## config.mk

```make
export PLATFORM = sky130hd
export DESIGN_NAME = lsu_mem_req
export DESIGN_NICKNAME = d
export VERILOG_FILES = /design/src/rtl/lsu_pkg.sv /design/src/rtl/lsu_lane_align.sv /design/src/rtl/lsu_mem_req.sv
export SDC_FILE = /design/constraint.sdc
export NUM_CORES = 1
export LEC_CHECK = 0
export BUFFER_PORTS_ARGS = -buffer_cell sky130_fd_sc_hd__buf_2
export CAP_MARGIN = 20
export CORE_MARGIN = 2
export CORE_UTILIZATION = 45
export CTS_CLUSTER_DIAMETER = 150
export DETAILED_ROUTE_END_ITERATION = 12
export PLACE_DENSITY = 0.75
export SYNTH_ARGS = -nofsm -noshare
export SYNTH_HDL_FRONTEND = slang
export SYNTH_SLANG_ARGS = --single-unit
```

## constraint.sdc

```tcl
create_clock -name clk -period 3.08 [get_ports clk]
set_input_delay 0.462 -clock clk [delete_from_list [all_inputs] [get_ports clk]]
set_output_delay 0.462 -clock clk [all_outputs]
set_load 0.02 [all_outputs]
```

## src/rtl/lsu_pkg.sv

```systemverilog
// Shared definitions for the load/store memory-request unit:
// RV32 width codes, fault codes and the controller state encoding.
package lsu_pkg;

    localparam logic [2:0] F3_B  = 3'b000;
    localparam logic [2:0] F3_H  = 3'b001;
    localparam logic [2:0] F3_W  = 3'b010;
    localparam logic [2:0] F3_BU = 3'b100;
    localparam logic [2:0] F3_HU = 3'b101;

    localparam logic [1:0] FLT_NONE     = 2'd0;
    localparam logic [1:0] FLT_MISALIGN = 2'd1;
    localparam logic [1:0] FLT_BUSERR   = 2'd2;
    localparam logic [1:0] FLT_TIMEOUT  = 2'd3;

    typedef enum logic [1:0] {
        ST_IDLE,
        ST_REQ,
        ST_RESP,
        ST_DONE
    } state_t;

    // Unused width codes, and any unsigned/extended code on a store, are illegal.
    function automatic logic f3_illegal(input logic is_store, input logic [2:0] funct3);
        return (funct3 == 3'b011) || (funct3 == 3'b110) || (funct3 == 3'b111) ||
               (is_store && funct3[2]);
    endfunction

endpackage

```

## src/rtl/lsu_lane_align.sv

```systemverilog
// Byte-lane steering shared by the store path (strobe, replicated data) and
// the load path (lane extraction with sign/zero extension), plus alignment check.
module lsu_lane_align
    import lsu_pkg::*;
(
    input  logic [2:0]  funct3,
    input  logic [1:0]  addr_lo,
    input  logic [31:0] wdata,
    input  logic [31:0] rdata,
    output logic [3:0]  wstrb,
    output logic [31:0] wdata_rep,
    output logic [31:0] rdata_ext,
    output logic        misalign
);

    logic [31:0] lane;

    assign lane = rdata >> {addr_lo, 3'b000};

    always_comb begin
        wstrb     = '0;
        wdata_rep = '0;
        rdata_ext = '0;
        misalign  = 1'b0;
        case (funct3[1:0])
            2'b00: begin
                wstrb     = 4'b0001 << addr_lo;
                wdata_rep = {4{wdata[7:0]}};
                rdata_ext = funct3[2] ? {24'b0, lane[7:0]} : {{24{lane[7]}}, lane[7:0]};
            end
            2'b01: begin
                wstrb     = 4'b0011 << addr_lo;
                wdata_rep = {2{wdata[15:0]}};
                rdata_ext = funct3[2] ? {16'b0, lane[15:0]} : {{16{lane[15]}}, lane[15:0]};
                misalign  = addr_lo[0];
            end
            2'b10: begin
                wstrb     = 4'b1111;
                wdata_rep = wdata;
                rdata_ext = lane;
                misalign  = |addr_lo;
            end
            default: begin
            end
        endcase
    end

endmodule

```

## src/rtl/lsu_mem_req.sv

```systemverilog
// Single-outstanding load/store initiator: registered valid/ready memory request,
// lane-extended read result or fault code handed to writeback.
module lsu_mem_req
    import lsu_pkg::*;
#(
    parameter int unsigned ADDR_W  = 32,
    parameter int unsigned DATA_W  = 32,
    parameter int unsigned TIMEOUT = 255
) (
    input  logic                clk,
    input  logic                rst_n,
    input  logic                in_valid,
    output logic                in_ready,
    input  logic                in_is_store,
    input  logic [2:0]          in_funct3,
    input  logic [ADDR_W-1:0]   in_addr,
    input  logic [DATA_W-1:0]   in_wdata,
    output logic                req_valid,
    input  logic                req_ready,
    output logic [ADDR_W-1:0]   req_addr,
    output logic                req_wen,
    output logic [DATA_W/8-1:0] req_wstrb,
    output logic [DATA_W-1:0]   req_wdata,
    input  logic                resp_valid,
    output logic                resp_ready,
    input  logic [DATA_W-1:0]   resp_rdata,
    input  logic                resp_err,
    output logic                out_valid,
    input  logic                out_ready,
    output logic [DATA_W-1:0]   out_rdata,
    output logic [1:0]          out_fault
);

    localparam int unsigned CNT_W = (TIMEOUT < 2) ? 1 : $clog2(TIMEOUT + 1);

    state_t           state_q, state_d;
    logic             is_store_q;
    logic [2:0]       f3_q;
    logic [1:0]       addr_lo_q;
    logic [CNT_W-1:0] cnt_q;

    logic [2:0]  al_funct3;
    logic [1:0]  al_addr_lo;
    logic [3:0]  al_wstrb;
    logic [31:0] al_wdata;
    logic [31:0] al_rdata;
    logic        al_misalign;
    logic        bad_req;
    logic        tmo_hit;

    // One aligner serves both paths: live inputs while idle, latched request afterwards.
    assign al_funct3  = (state_q == ST_IDLE) ? in_funct3    : f3_q;
    assign al_addr_lo = (state_q == ST_IDLE) ? in_addr[1:0] : addr_lo_q;

    lsu_lane_align u_align (
        .funct3    (al_funct3),
        .addr_lo   (al_addr_lo),
        .wdata     (in_wdata),
        .rdata     (resp_rdata),
        .wstrb     (al_wstrb),
        .wdata_rep (al_wdata),
        .rdata_ext (al_rdata),
        .misalign  (al_misalign)
    );

    assign bad_req = al_misalign || f3_illegal(in_is_store, in_funct3);
    assign tmo_hit = (TIMEOUT != 0) && ((32'(cnt_q) + 32'd1) >= TIMEOUT);

    always_ff @(posedge clk or negedge rst_n) begin
        if (!rst_n) state_q <= ST_IDLE;
        else        state_q <= state_d;
    end

    always_comb begin
        state_d    = state_q;
        in_ready   = 1'b0;
        req_valid  = 1'b0;
        resp_ready = 1'b0;
        out_valid  = 1'b0;
        case (state_q)
            ST_IDLE: begin
                in_ready = 1'b1;
                if (in_valid) state_d = bad_req ? ST_DONE : ST_REQ;
            end
            ST_REQ: begin
                req_valid = 1'b1;
                if (req_ready)    state_d = ST_RESP;
                else if (tmo_hit) state_d = ST_DONE;
            end
            ST_RESP: begin
                resp_ready = 1'b1;
                if (resp_valid || tmo_hit) state_d = ST_DONE;
            end
            ST_DONE: begin
                out_valid = 1'b1;
                if (out_ready) state_d = ST_IDLE;
            end
            default: state_d = ST_IDLE;
        endcase
    end

    always_ff @(posedge clk or negedge rst_n) begin
        if (!rst_n) begin
            is_store_q <= 1'b0;
            f3_q       <= '0;
            addr_lo_q  <= '0;
            cnt_q      <= '0;
            req_addr   <= '0;
            req_wen    <= 1'b0;
            req_wstrb  <= '0;
            req_wdata  <= '0;
            out_rdata  <= '0;
            out_fault  <= FLT_NONE;
        end else begin
            case (state_q)
                ST_IDLE: begin
                    if (in_valid) begin
                        is_store_q <= in_is_store;
                        f3_q       <= in_funct3;
                        addr_lo_q  <= in_addr[1:0];
                        cnt_q      <= '0;
                        if (bad_req) begin
                            out_rdata <= '0;
                            out_fault <= FLT_MISALIGN;
                        end else begin
                            req_addr  <= {in_addr[ADDR_W-1:2], 2'b00};
                            req_wen   <= in_is_store;
                            req_wstrb <= in_is_store ? al_wstrb : '0;
                            req_wdata <= in_is_store ? al_wdata : '0;
                        end
                    end
                end
                ST_REQ: begin
                    cnt_q <= cnt_q + CNT_W'(1);
                    if (!req_ready && tmo_hit) begin
                        out_rdata <= '0;
                        out_fault <= FLT_TIMEOUT;
                    end
                end
                ST_RESP: begin
                    cnt_q <= cnt_q + CNT_W'(1);
                    // A response in the timeout cycle takes precedence over the timeout.
                    if (resp_valid) begin
                        out_fault <= resp_err ? FLT_BUSERR : FLT_NONE;
                        out_rdata <= (resp_err || is_store_q) ? '0 : al_rdata;
                    end else if (tmo_hit) begin
                        out_rdata <= '0;
                        out_fault <= FLT_TIMEOUT;
                    end
                end
                default: begin
                end
            endcase
        end
    end

endmodule

```

==> results.md, run 1 <==
- Sequential share of power: 28.5%
- P_sw: approximately 3.6 mW
- Main synth FF type: dfrtp_1
- Final HPWL DP: 12400 um
- Placer Congestion: around 0.88
- Fillcell total: between 1000 and 1500
- GRT overflow: 0
- Setup TNS: 0 ps
- Drt first pass iters: 5
- Fin nets: approximately 870
- Yosys Warn Count: 0
- Register area: around 0.003 mm2
- Largest net degree at the start of global routing: 70
- Chip width: ~120 um
- CP endpoint kind: flop
- Mapped Cells: 535
- Worst Max-Slew Pin Slew: slightly below 900 ps
- Die ar.: between 0.01 and 0.015 mm2
- Worst EP arrival: ~3200 ps
- Slowest cell on crit path: dfrtp_1
- Max Fanout on Critical Path: 13
- Cell internal pwr: around 5 mW
- Initial drt markers: between 400 and 500
- Clock power share: a little over a fifth
- Area grow syn2layout: 30.0%
- H-tree depth: 4
- Num rows: 42
- Worst min path class: in2async
- Normalized max-slew margin: 41.4%
- Non-Filler Instances: 936
- Setup crit start kind: flop
- CTS root buf: clkbuf_16
- Vias in the first global route: roughly 5300
- CP top delay family: multiplexers
- Sequential area share after synthesis: 48.8%
- Final min period: just under 3000 ps
- Placed Instances: 904
- Initial Util: 45.7%
- Reg2Reg Launch Point: state_q[1]$_DFFE_PN0P_
- Tcrit/Tclk final: between 90% and 100%
- Via density per instance: 5.71
- Fin. Hold Viols: 0
- Status: finished clean
- CP required: ~3400 ps
- Final Max Slew Viols: 0
- Max-Cap Viols: 0
- Worst-path clk slew: 50 ps
- Number of port buffers: 211
- Multi-input logic area: 0.00286 mm2
- Critical path type: reg2reg
- Largest stage delay, worst path: roughly 430 ps
- Seq cells post-synth: roughly 120
- I/O pin count: 214
- Gate power share: 50.7%
- Post-synth ARST share: 100%
- Vias: between 5000 and 6000
- Number of buffers created by CTS: 17
- Clock Sinks: between 100 and 150
- Per-cell routed wire length: 18.4 um
- Crit path cell chain: inv_1 > ha_2 > mux2i_4 > inv_1 > ha_1 > a21oi_2 > o21ai_2 > or2_4 > o211ai_4 > buf_12 > mux2_4
- # DRC: 0
- Maximum vdd drop: roughly 0.00057 V
- Routed Antenna Nets: 0
- First-pass GRT wire length: 26800 um
- Worst setup path startpoint: state_q[1]$_DFFE_PN0P_
- Setup-failing EPs final: 0
- RSZ-0062 raised after global routing: no
- CTS max path bufs: 2
- Hold_buf cts: 0
- Buf+Inv Stages, Crit Path: 3
- Max Freq: between 300 and 400 MHz
- Post-Syn Area: around 0.006 mm2
- Die height: approximately 120 um
- Total GRT Usage: 24.0%
- Fraction of layout cells with a size suffix above 1: between 40% and 50%
- Static Leak: a little under 4 nW
- Mean Syn Cell Area: 11.2 um2
- Clock Latency Late Sink: approximately 410 ps
- Cell variety after synth: 62
- Final wirelength: ~17000 um
- CP dominant cell by count: inv_1
- Initial antenna violation count: 1
- Core area: 0.0131 mm2
- CTS tree: yes
- Post-synth EDFFs: 0
- Clock Skews: about 7.0 ps
- Sw Ratio: 41.9%
- Cell Pwr Density: between 1000 and 1500 mW/mm2
Yosys cell counts (2+ instances only):
library cell | instances | share of area, %
a211oi_1 | 14 | 1.8
a21o_1 | 4 | 0.50
a21oi_1 | 18 | 1.5
a21oi_2 | 2 | 0.29
a222oi_1 | 8 | 1.3
a22o_1 | 20 | 2.9
a22oi_1 | 17 | 2.1
a31oi_1 | 7 | 0.73
and2_1 | 3 | 0.31
and3_1 | 2 | 0.21
buf_1 | 2 | 0.13
buf_2 | 9 | 0.75
buf_4 | 4 | 0.50
buf_6 | 8 | 1.5
clkbuf_1 | 10 | 0.63
clkbuf_2 | 2 | 0.17
dfrtp_1 | 117 | 49
ha_1 | 10 | 2.1
inv_1 | 6 | 0.38
mux2_2 | 38 | 7.1
mux2_4 | 15 | 3.8
mux2i_1 | 24 | 4.0
nand2_1 | 41 | 2.6
nand2b_1 | 8 | 0.83
nand3_1 | 3 | 0.25
nand3b_1 | 2 | 0.25
nand4_1 | 5 | 0.52
nor2_1 | 27 | 1.7
nor2_2 | 2 | 0.21
nor2b_1 | 8 | 0.83
nor3_1 | 4 | 0.33
nor3b_1 | 2 | 0.25
o2111ai_1 | 2 | 0.29
o21ai_0 | 49 | 4.1
o2bb2ai_1 | 8 | 1.2
o31a_1 | 4 | 0.58
or2_2 | 2 | 0.21
or3_1 | 3 | 0.31
xor2_1 | 2 | 0.29
per-layer routing:
| layer | vias to the layer above | share of wire (%) | global-route usage (%) |
|---|---|---|---|
| met5 | - | 0 | 0 |
| met4 | 0 | 2.5 | 11.0 |
| met3 | 34 | 7.9 | 6.08 |
| met2 | 284 | 47 | 38.0 |
| met1 | 2592 | 43 | 31.2 |
| li1 | 2435 | - | - |
worst reg2reg max path: cells and delay by family, from the launching register on:
kind | cells | cell delay [ps]
AOI/OAI and AO/OA | 3 | 480
adders and majority gates | 2 | 510
buffers and inverters | 3 | 450
DFF | 1 | 430
muxes | 2 | 640
and+or+nand+nor | 1 | 280
power by group through the flow:
| stage | Clock, mW | Combinational [mW] | Sequential (mW) |
|---|---|---|---|
| 6_report | 1.77 | 4.31 | 2.42 |
| 4_1_cts | 1.80 | 4.22 | 2.41 |
| 5_1_grt | 1.88 | 4.64 | 2.49 |
| 3_5_place_dp | 0 | 4.19 | 2.43 |
| 2_1_floorplan | 0 | 2.45 | 2.95 |
| 3_3_place_gp | 0 | 4.09 | 2.40 |
metrics by stage:
| stage | setup WS (ps) | total power [mW] | utilization [%] | hold slack [ps] | cell area (um2) |
|---|---|---|---|---|---|
| 2_1_floorplan | 0.0251 | 5.40 | - | 166 | 6010 |
| 6_report | 165 | 8.49 | 59.4 | 182 | 7800 |
| 5_1_grt | 25.5 | 9.00 | 59.4 | 247 | 7800 |
| 4_1_cts | 92.7 | 8.43 | 59.0 | 200 | 7750 |
| 3_5_place_dp | 114 | 6.62 | 55.0 | 466 | 7230 |
| 3_3_place_gp | 240 | 6.49 | 55.0 | 458 | 7230 |
kinds of logic (layout without fill, tap and decap cells):
logic type / after synthesis / count (layout) / synth area share [%]
mux: 79 / 79 / 15.3
buf+inv: 41 / 264 / 4.04
compound gates: 169 / 169 / 20.2
other cells: 1 / 3 / 0.0625
fa+ha+maj: 10 / 10 / 2.08
simple gates: 116 / 116 / 9.27
flops: 117 / 117 / 48.8
xor+xnor: 2 / 2 / 0.292
layout make-up:
cell class | instances | area share, %
Clock inverter | 6 | 0.705
Tap cell | 176 | 2.82
Inverter | 6 | 0.289
Clock buffer | 23 | 6.00
Sequential cell | 117 | 37.5
Timing Repair Buffer | 229 | 16.0
Multi-Input combinational cell | 378 | 36.6
Antenna cell | 1 | 0.0321
worst paths after layout:
kind | end | slack (ps) | cells past startpoint
setup / recovery | out_rdata[15]$_DFFE_PN0P_ | 160 | 11
hold reg to reg | req_wen$_DFFE_PN0P_ | 470 | 1
min in group clk | req_addr[31]$_DFFE_PN0P_ | 260 | 2
hold / removal | req_addr[23]$_DFFE_PN0P_ | 180 | 1
setup reg to reg | out_rdata[15]$_DFFE_PN0P_ | 160 | 11
max in group asynchronous | req_wstrb[0]$_DFFE_PN0P_ | 2130 | 2
placed cells by master (no fill, tap or decap), drive strengths merged, types with 2 or more instances in the layout:
master,synthesis,layout
or2,4,4
nand2b,8,8
nand3b,2,2
o21ai,51,51
mux2,54,54
nor3b,2,2
o22a,2,2
clkbuf,12,24
buf,23,228
a22oi,17,17
a22o,20,20
mux2i,25,25
nand4,5,5
or3,3,3
o211ai,2,2
nor3,4,4
dfrtp,117,117
ha,10,10
inv,6,6
a211oi,15,15
a31oi,7,7
o2111ai,2,2
a21o,4,4
nor2,29,29
a222oi,8,8
conb,1,2
clkinv,0,5
nand2,41,41
nor2b,8,8
xor2,2,2
a21oi,20,20
nand3,3,3
and3,2,2
o2bb2ai,9,9
o31a,4,4
and2,4,4
repair_timing:
action | 4_1_cts | 5_1_grt
resized for setup | 0 | 5
setup endpoints to repair | 0 | 23
buffers inserted | 0 | 1
sequential cells by signal, summed over array words and instances (netlist names):
register	cells
addr_lo_q	2
f3_q	3
cnt_q	8
is_store_q	1
out_fault	2
req_wen	1
req_addr	30
req_wstrb	4
state_q	2
req_wdata	32
out_rdata	32
Power figures use the tool's default switching activity.
==> run 2: changes to the inputs <==
--- a/config.mk
+++ b/config.mk
@@ -5,13 +5,14 @@
 export SDC_FILE = /design/constraint.sdc
 export NUM_CORES = 1
 export LEC_CHECK = 0
-export BUFFER_PORTS_ARGS = -buffer_cell sky130_fd_sc_hd__buf_2
+export BUFFER_PORTS_ARGS = -buffer_cell sky130_fd_sc_hd__buf_4
 export CAP_MARGIN = 20
 export CORE_MARGIN = 2
-export CORE_UTILIZATION = 45
+export CORE_UTILIZATION = 54
 export CTS_CLUSTER_DIAMETER = 150
 export DETAILED_ROUTE_END_ITERATION = 12
-export PLACE_DENSITY = 0.75
+export PLACE_DENSITY = 0.85
+export SKIP_LAST_GASP = 1
 export SYNTH_ARGS = -nofsm -noshare
 export SYNTH_HDL_FRONTEND = slang
 export SYNTH_SLANG_ARGS = --single-unit
==> constraint.sdc (replaced) <==
create_clock -name clk -period 3.5 [get_ports clk]
set_input_delay 0.525 -clock clk [delete_from_list [all_inputs] [get_ports clk]]
set_output_delay 0.525 -clock clk [all_outputs]
set_load 0.02 [all_outputs]
==> run 2 against run 1 <==
Compared with the run above: die area down 16%; highest routed layer unchanged; sequential share of layout area fell by 2.4 points; non-clock buffer count fell by 3; hold slack got worse by 86 ps; largest power group unchanged; maximum frequency decreased by 11%; worst setup slack improved by 56 ps; clock skew rose by 5.0 ps; critical path depth grew 2.
==> results.md, run 2 (same netlist as run 1, synthesis figures left out) <==
- Final min period: 3280 ps (+364 ps)
- Non-Filler Instances: 899 (-4.0%)
- RSZ-0062 raised after global routing: no
- Final Max Slew Viols: 0 (unchanged)
- CTS tree: yes
- First-pass GRT wire length: 27200 um (+1.4%)
- Place WS: 335 ps (+221 ps)
- Number of buffers created by CTS: 17 (unchanged)
- Final HPWL DP: 12600 um (+1.1%)
- Routed Antenna Nets: 0 (unchanged)
- Fraction of layout cells with a size suffix above 1: 43.1% (-0.13 points)
- Tcrit/Tclk final: 93.7% (-0.96 points)
- Num rows: 38 (-9.5%)
- Die height: 109 um (-8.4%)
- CP top delay family: simple AND/OR/NAND/NOR gates
- Static Leak: 4.08 nW (+3.5%)
- CP endpoint kind: flop
- I/O pin count: 214 (unchanged)
- Sw Ratio: 40.2% (-1.7 points)
- Worst EP arrival: 3670 ps (+470 ps)
- Number of port buffers: 211 (unchanged)
- Initial Util: 55.4% (+9.7 points)
- Crit path cell chain: inv_1 > ha_1 > mux2i_1 > buf_4 > inv_1 > ha_1 > buf_4 > or2_2 > nand2b_1 > nor2_1 > a31oi_1 > a21oi_1 > mux2_4
- Pwr Total: 8.08 mW (-4.9%)
- Placed Instances: 866 (-4.2%)
- Largest regs: out_rdata: 32 flops, req_wdata: 32 flops, req_addr: 30 flops
- Setup-failing EPs final: 0 (unchanged)
- Fin. Hold Viols: 0 (unchanged)
- Core area: 0.0108 mm2 (-17%)
- Drt first pass iters: 5 (unchanged)
- Chip width: 109 um (-8.4%)
- PostCTS Resize Cnt: 0 (unchanged)
- P_sw: 3.25 mW (-8.8%)
- Via density per instance: 6.06 (+6.1%)
- Placer Congestion: 0.954 (+8.5%)
- Cell internal pwr: 4.83 mW (-2.1%)
- Vias in the first global route: 5284 (+0.15%)
- Slowest cell on crit path: or2_2
- Sequential share of power: 26.8% (-1.7 points)
- GRT overflow: 0 (unchanged)
- Vias: 5449 (+1.9%)
- Normalized max-slew margin: 45.6% (+4.2 points)
- Max Freq: 305 MHz (-11%)
- Buf+Inv Stages, Crit Path: 4 (+1)
- Maximum vdd drop: 0.000499 V (-13%)
- Cell Pwr Density: 969 mW/mm2 (-11%)
- Largest stage delay, worst path: 490 ps (+60 ps)
- Per-cell routed wire length: 19.8 um (+7.5%)
- H-tree depth: 4 (unchanged)
- CP required: 3890 ps (+520 ps)
- Initial antenna violation count: 0 (-1)
- Setup TNS: 0 ps (unchanged)
- Fin nets: 863 (-0.35%)
- Critical path type: reg2reg
- Gate power share: 49.6% (-1.1 points)
- Worst-path clk slew: 60 ps (about the same)
- Worst setup margin: 221 ps (+56.0 ps)
- CTS root buf: clkbuf_8
- Most common cell after layout, fill and taps aside: buf_4
- Max-Cap Viols: 0 (unchanged)
- CTS max path bufs: 2 (unchanged)
- Status: finished clean
- Worst Max-Slew Pin Slew: 816 ps (-63.4 ps)
- Worst min path class: in2async
- Area grow syn2layout: 38.9%
- Post-CTS Setup Inserts: 0 (unchanged)
- Clock Skews: 12.0 ps (+5.00 ps)
- Initial drt markers: 562 (+26%)
- # DRC: 0 (unchanged)
- Total GRT Usage: 29.9% (+5.8 points)
- Hold_ws: 96.4 ps (-86.0 ps)
- Setup crit start kind: flop
- ANT cells: 0 (-1)
- Final wirelength: 17800 um (+3.2%)
- Clock Sinks: 117 (unchanged)
- Clock Latency Late Sink: 520 ps (+110 ps)
- Most frequent cells in the layout: buf_4, dfrtp_1, o21ai_0, nand2_1, mux2_2
- Die ar.: 0.0120 mm2 (-16%)
- Hold_buf cts: 0 (unchanged)
- Clock power share: 23.7% (+2.9 points)
- Largest net degree at the start of global routing: 65 (-7.1%)
- Max Fanout on Critical Path: 20 (+7)
run 2: cell types whose count changed in the layout (fill, tap and decap cells not counted), sizes merged:
cell / change
buf: -2
bufinv: +4
clkbuf: -4
clkinv: -1
clkinvlp: +3
diode: -1
run 2: metal layers:
metal / vias up / track usage (%) / wire length (um)
met1: 2673 / 38.4 / 6990
met2: 311 / 48.2 / 8680
met3: 53 / 5.99 / 1550
met5: - / 0 / 0
li1: 2412 / - / -
met4: 0 / 14.8 / 534
run 2: final cells by class:
class | instances | area [um2]
Sequential cell | 117 | 2930
Multi-Input combinational cell | 378 | 2840
Fill cell | 716 | 2500
Timing Repair Buffer | 226 | 1720
Clock buffer | 20 | 455
Clock inverter | 12 | 200
Tap cell | 140 | 175
Inverter | 6 | 22.5
run 2: through the flow:
stage                     util [%]  area (um2)
after CTS                     76.7        8320
after detailed placement      70.7        7660
after floorplan                  -        6010
after global routing          76.9        8340
final                         76.9        8340
after global placement        70.7        7660
run 2: worst register-to-register path, stage by stage (launching register included):
cell and delay, ps:
dfrtp_1 440, inv_1 100, ha_1 250, mux2i_1 210
buf_4 160, inv_1 70, ha_1 200, buf_4 220
or2_2 490, nand2b_1 280, nor2_1 100, a31oi_1 230
a21oi_1 110, mux2_4 280
run 2: path summary, 6_finish.rpt:
path | from | to | slack, ps | depth (start not counted)
worst max-delay path | state_q[0]$_DFFE_PN0P_ | out_rdata[8]$_DFFE_PN0P_ | 220 | 13
worst min-delay path | rst_n | req_addr[15]$_DFFE_PN0P_ | 100 | 1
worst max register to register | state_q[0]$_DFFE_PN0P_ | out_rdata[8]$_DFFE_PN0P_ | 220 | 13
worst min register to register | req_wen$_DFFE_PN0P_ | req_wen$_DFFE_PN0P_ | 480 | 1
max in group asynchronous | rst_n | f3_q[2]$_DFFE_PN0P_ | 2610 | 2
min in group clk | in_addr[11] | req_addr[11]$_DFFE_PN0P_ | 240 | 2
run 2: power groups by stage:
stage | sequential (mW) | clock [mW] | combinational (mW)
global placement | 2.15 | 0 | 3.80
floorplan | 2.60 | 0 | 2.15
CTS | 2.16 | 1.93 | 3.96
global route | 2.22 | 2.00 | 4.30
finish | 2.16 | 1.91 | 4.00
detailed placement | 2.17 | 0 | 3.92
==> run 3: changes to the inputs <==
--- a/config.mk
+++ b/config.mk
@@ -12,6 +12,7 @@
 export CTS_CLUSTER_DIAMETER = 150
 export DETAILED_ROUTE_END_ITERATION = 12
 export PLACE_DENSITY = 0.85
+export SETUP_SLACK_MARGIN = 0.4
 export SKIP_LAST_GASP = 1
 export SYNTH_ARGS = -nofsm -noshare
 export SYNTH_HDL_FRONTEND = slang
==> run 3 against run 2 <==
Compared with the run above: die area unchanged; critical path type unchanged; register-to-register slack gained 180 ps; highest routed layer unchanged; flip-flop and latch count unchanged; sequential power about the same; total power is 2.1% lower.
==> results.md, run 3 (same netlist as run 1, synthesis figures left out) <==
- Chip width: 109 um (unchanged)
- Clock Latency Late Sink: 520 ps (about the same)
- Die ar.: 0.0120 mm2 (unchanged)
- Post-route cell area: 0.00832 mm2 (-0.26%)
- Via density per instance: 6.01 (-0.79%)
- Clock power share: 21.0% (-2.7 points)
- Sw Ratio: 41.2% (+0.97 points)
- GRT overflow: 0 (unchanged)
- Total GRT Usage: 29.4% (-0.45 points)
- Core area: 0.0108 mm2 (unchanged)
- Area grow syn2layout: 38.6%
- CTS max path bufs: 2 (unchanged)
- Buf+Inv Stages, Crit Path: 2 (-2)
- Placer Congestion: 0.908 (-4.8%)
- Final wirelength: 17600 um (-0.68%)
- Most frequent cells in the layout: buf_4, dfrtp_1, o21ai_0, nand2_1, mux2_2
- Num rows: 38 (unchanged)
- P_sw: 3.26 mW (+0.25%)
- ANT cells: 0 (unchanged)
- I/O pin count: 214 (unchanged)
- Maximum vdd drop: 0.000537 V (+7.5%)
- Drt first pass iters: 6 (+1)
- Sequential share of power: 27.5% (+0.7 points)
- Tcrit/Tclk final: 88.6% (-5.0 points)
- H-tree depth: 4 (unchanged)
- First-pass GRT wire length: 26800 um (-1.6%)
- Normalized max-slew margin: 46.0% (+0.37 points)
- Most common cell after layout, fill and taps aside: buf_4
- Final Max Slew Viols: 0 (unchanged)
- CP top delay family: compound AO/OA/AOI/OAI gates
- Fillcell total: 719 (+0.42%)
- Initial Util: 55.4% (unchanged)
- Critical path type: reg2reg
- CP endpoint: out_rdata[5]$_DFFE_PN0P_
- Fraction of layout cells with a size suffix above 1: 43.3% (+0.19 points)
- Static Leak: 4.04 nW (-0.80%)
- Setup TNS: 0 ps (unchanged)
- Max Freq: 322 MHz (+5.7%)
- CP endpoint kind: flop
- Worst min path class: in2async
- Largest stage delay, worst path: 550 ps (+60 ps)
- Worst Max-Slew Pin Slew: 808 ps (-7.91 ps)
- Fin nets: 863 (unchanged)
- Fin. Hold Viols: 0 (unchanged)
- Max Fanout on Critical Path: 16 (-20%)
- Initial drt markers: 557 (-0.89%)
- Clock Sinks: 117 (unchanged)
- Cell Pwr Density: 951 mW/mm2 (-1.9%)
- Final min period: 3100 ps (-176 ps)
- CTS root buf: clkbuf_8
- Number of port buffers: 211 (unchanged)
- Worst-path clk slew: 60 ps (about the same)
- Clock Skews: 6.24 ps (-5.74 ps)
- Slowest cell on crit path: o21ai_1
- Largest net degree at the start of global routing: 51 (-22%)
- Reg2Reg Launch Point: state_q[0]$_DFFE_PN0P_
- Largest regs: out_rdata: 32 flops, req_wdata: 32 flops, req_addr: 30 flops
- Worst r2r dst: out_rdata[5]$_DFFE_PN0P_
- Max-Cap Viols: 0 (unchanged)
- Worst path depth: 9 (-4)
- Number of buffers created by CTS: 17 (unchanged)
- Worst EP arrival: 3500 ps (-170 ps)
- DP Area: 0.00765 mm2 (-0.15%)
- Worst setup path startpoint: state_q[0]$_DFFE_PN0P_
- Setup crit start kind: flop
- Cell internal pwr: 4.65 mW (-3.7%)
- CP dominant cell by count: inv_1
- Status: finished clean
- Vias in the first global route: 5264 (-0.38%)
- # DRC: 0 (unchanged)
- RSZ-0062 raised after global routing: yes
- CTS tree: yes
- Vias: 5400 (-0.90%)
- Crit path cell chain: inv_1 > ha_1 > mux2i_1 > inv_1 > ha_4 > or2_2 > o21ai_1 > a211oi_1 > mux2_4
- R2R Setup Slk: 400 ps (+180 ps)
- Final HPWL DP: 12700 um (+0.79%)
- Die height: 109 um (unchanged)
- Worst R2R Path Depth: 9 (-4)
- Setup-failing EPs final: 0 (unchanged)
- Gate power share: 51.6% (+2.0 points)
- Routed Antenna Nets: 0 (unchanged)
- Initial antenna violation count: 0 (unchanged)
- Per-cell routed wire length: 19.6 um (-0.57%)
- CP required: 3900 ps (about the same)
run 3: cell types whose count changed in the layout (fill, tap and decap cells not counted), moves of 2 or more:
cell / previous run / this run
clkinv_4: 2 / 0
bufinv_16: 5 / 2
buf_4: 224 / 221
clkinv_2: 2 / 4
clkbuf_1: 0 / 2
run 3: worst register-to-register path, cell delays in order, from the launching register on:
cell	delay [ps]
dfrtp_1	430
inv_1	110
ha_1	300
mux2i_1	350
inv_1	140
ha_4	250
or2_2	410
o21ai_1	550
a211oi_1	150
mux2_4	300
run 3: metal layers:
metal | share of wire (%) | wire (um) | track usage (%) | vias up
met4 | 3.2 | 564 | 12.6 | 0
met3 | 9.1 | 1600 | 7.77 | 50
met2 | 48 | 8420 | 47.9 | 317
met1 | 40 | 7050 | 37.1 | 2617
li1 | - | - | - | 2416
met5 | 0 | 0 | 0 | -
run 3: worst min path at each step:
stage,cells past startpoint,end,slack [ps],startpoint
after floorplan,0,addr_lo_q[0]$_DFFE_PN0P_,230,rst_n
after global placement,1,req_wen$_DFFE_PN0P_,460,req_wen$_DFFE_PN0P_
after detailed placement,1,req_wen$_DFFE_PN0P_,470,req_wen$_DFFE_PN0P_
after CTS,1,req_addr[9]$_DFFE_PN0P_,40,rst_n
after global routing,1,req_addr[15]$_DFFE_PN0P_,70,rst_n
final,1,req_addr[15]$_DFFE_PN0P_,30,rst_n
run 3: what timing repair did:
action	CTS	global route
gates resized for setup	1	8
cloned	1	0
hold buffers	0	0
setup buffers	0	2
setup endpoints to repair	77	77
run 3: power groups by stage:
stage                     logic, mW  registers, mW  clock network [mW]
after floorplan                2.15           2.60                   0
after global placement         3.77           2.15                   0
after detailed placement       3.89           2.18                   0
after CTS                      3.93           2.16                1.67
after global routing           4.36           2.22                1.73
final                          4.08           2.17                1.66
run 3: area by class of cell:
| cell class | instances | area, um2 | share of cell area (%) |
|---|---|---|---|
| Multi-Input combinational cell | 379 | 2900 | 34.8 |
| Clock buffer | 22 | 463 | 5.57 |
| Sequential cell | 117 | 2930 | 35.2 |
| Tap cell | 140 | 175 | 2.11 |
| Timing Repair Buffer | 225 | 1730 | 20.8 |
| Clock inverter | 9 | 103 | 1.23 |
| Inverter | 6 | 22.5 | 0.271 |
run 3: stage by stage:
stage               setup slack [ps]  total power [mW]  hold slack [ps]  utilization [%]  std cells
global route                     233              8.32             74.5             76.7        898
detailed placement               267              6.07              469             70.6        864
finish                           397              7.91             31.9             76.7        898
floorplan                        420              4.75              229                -        536
global placement                 410              5.93              464             70.6        864
CTS                              437              7.76             43.1             75.9        896
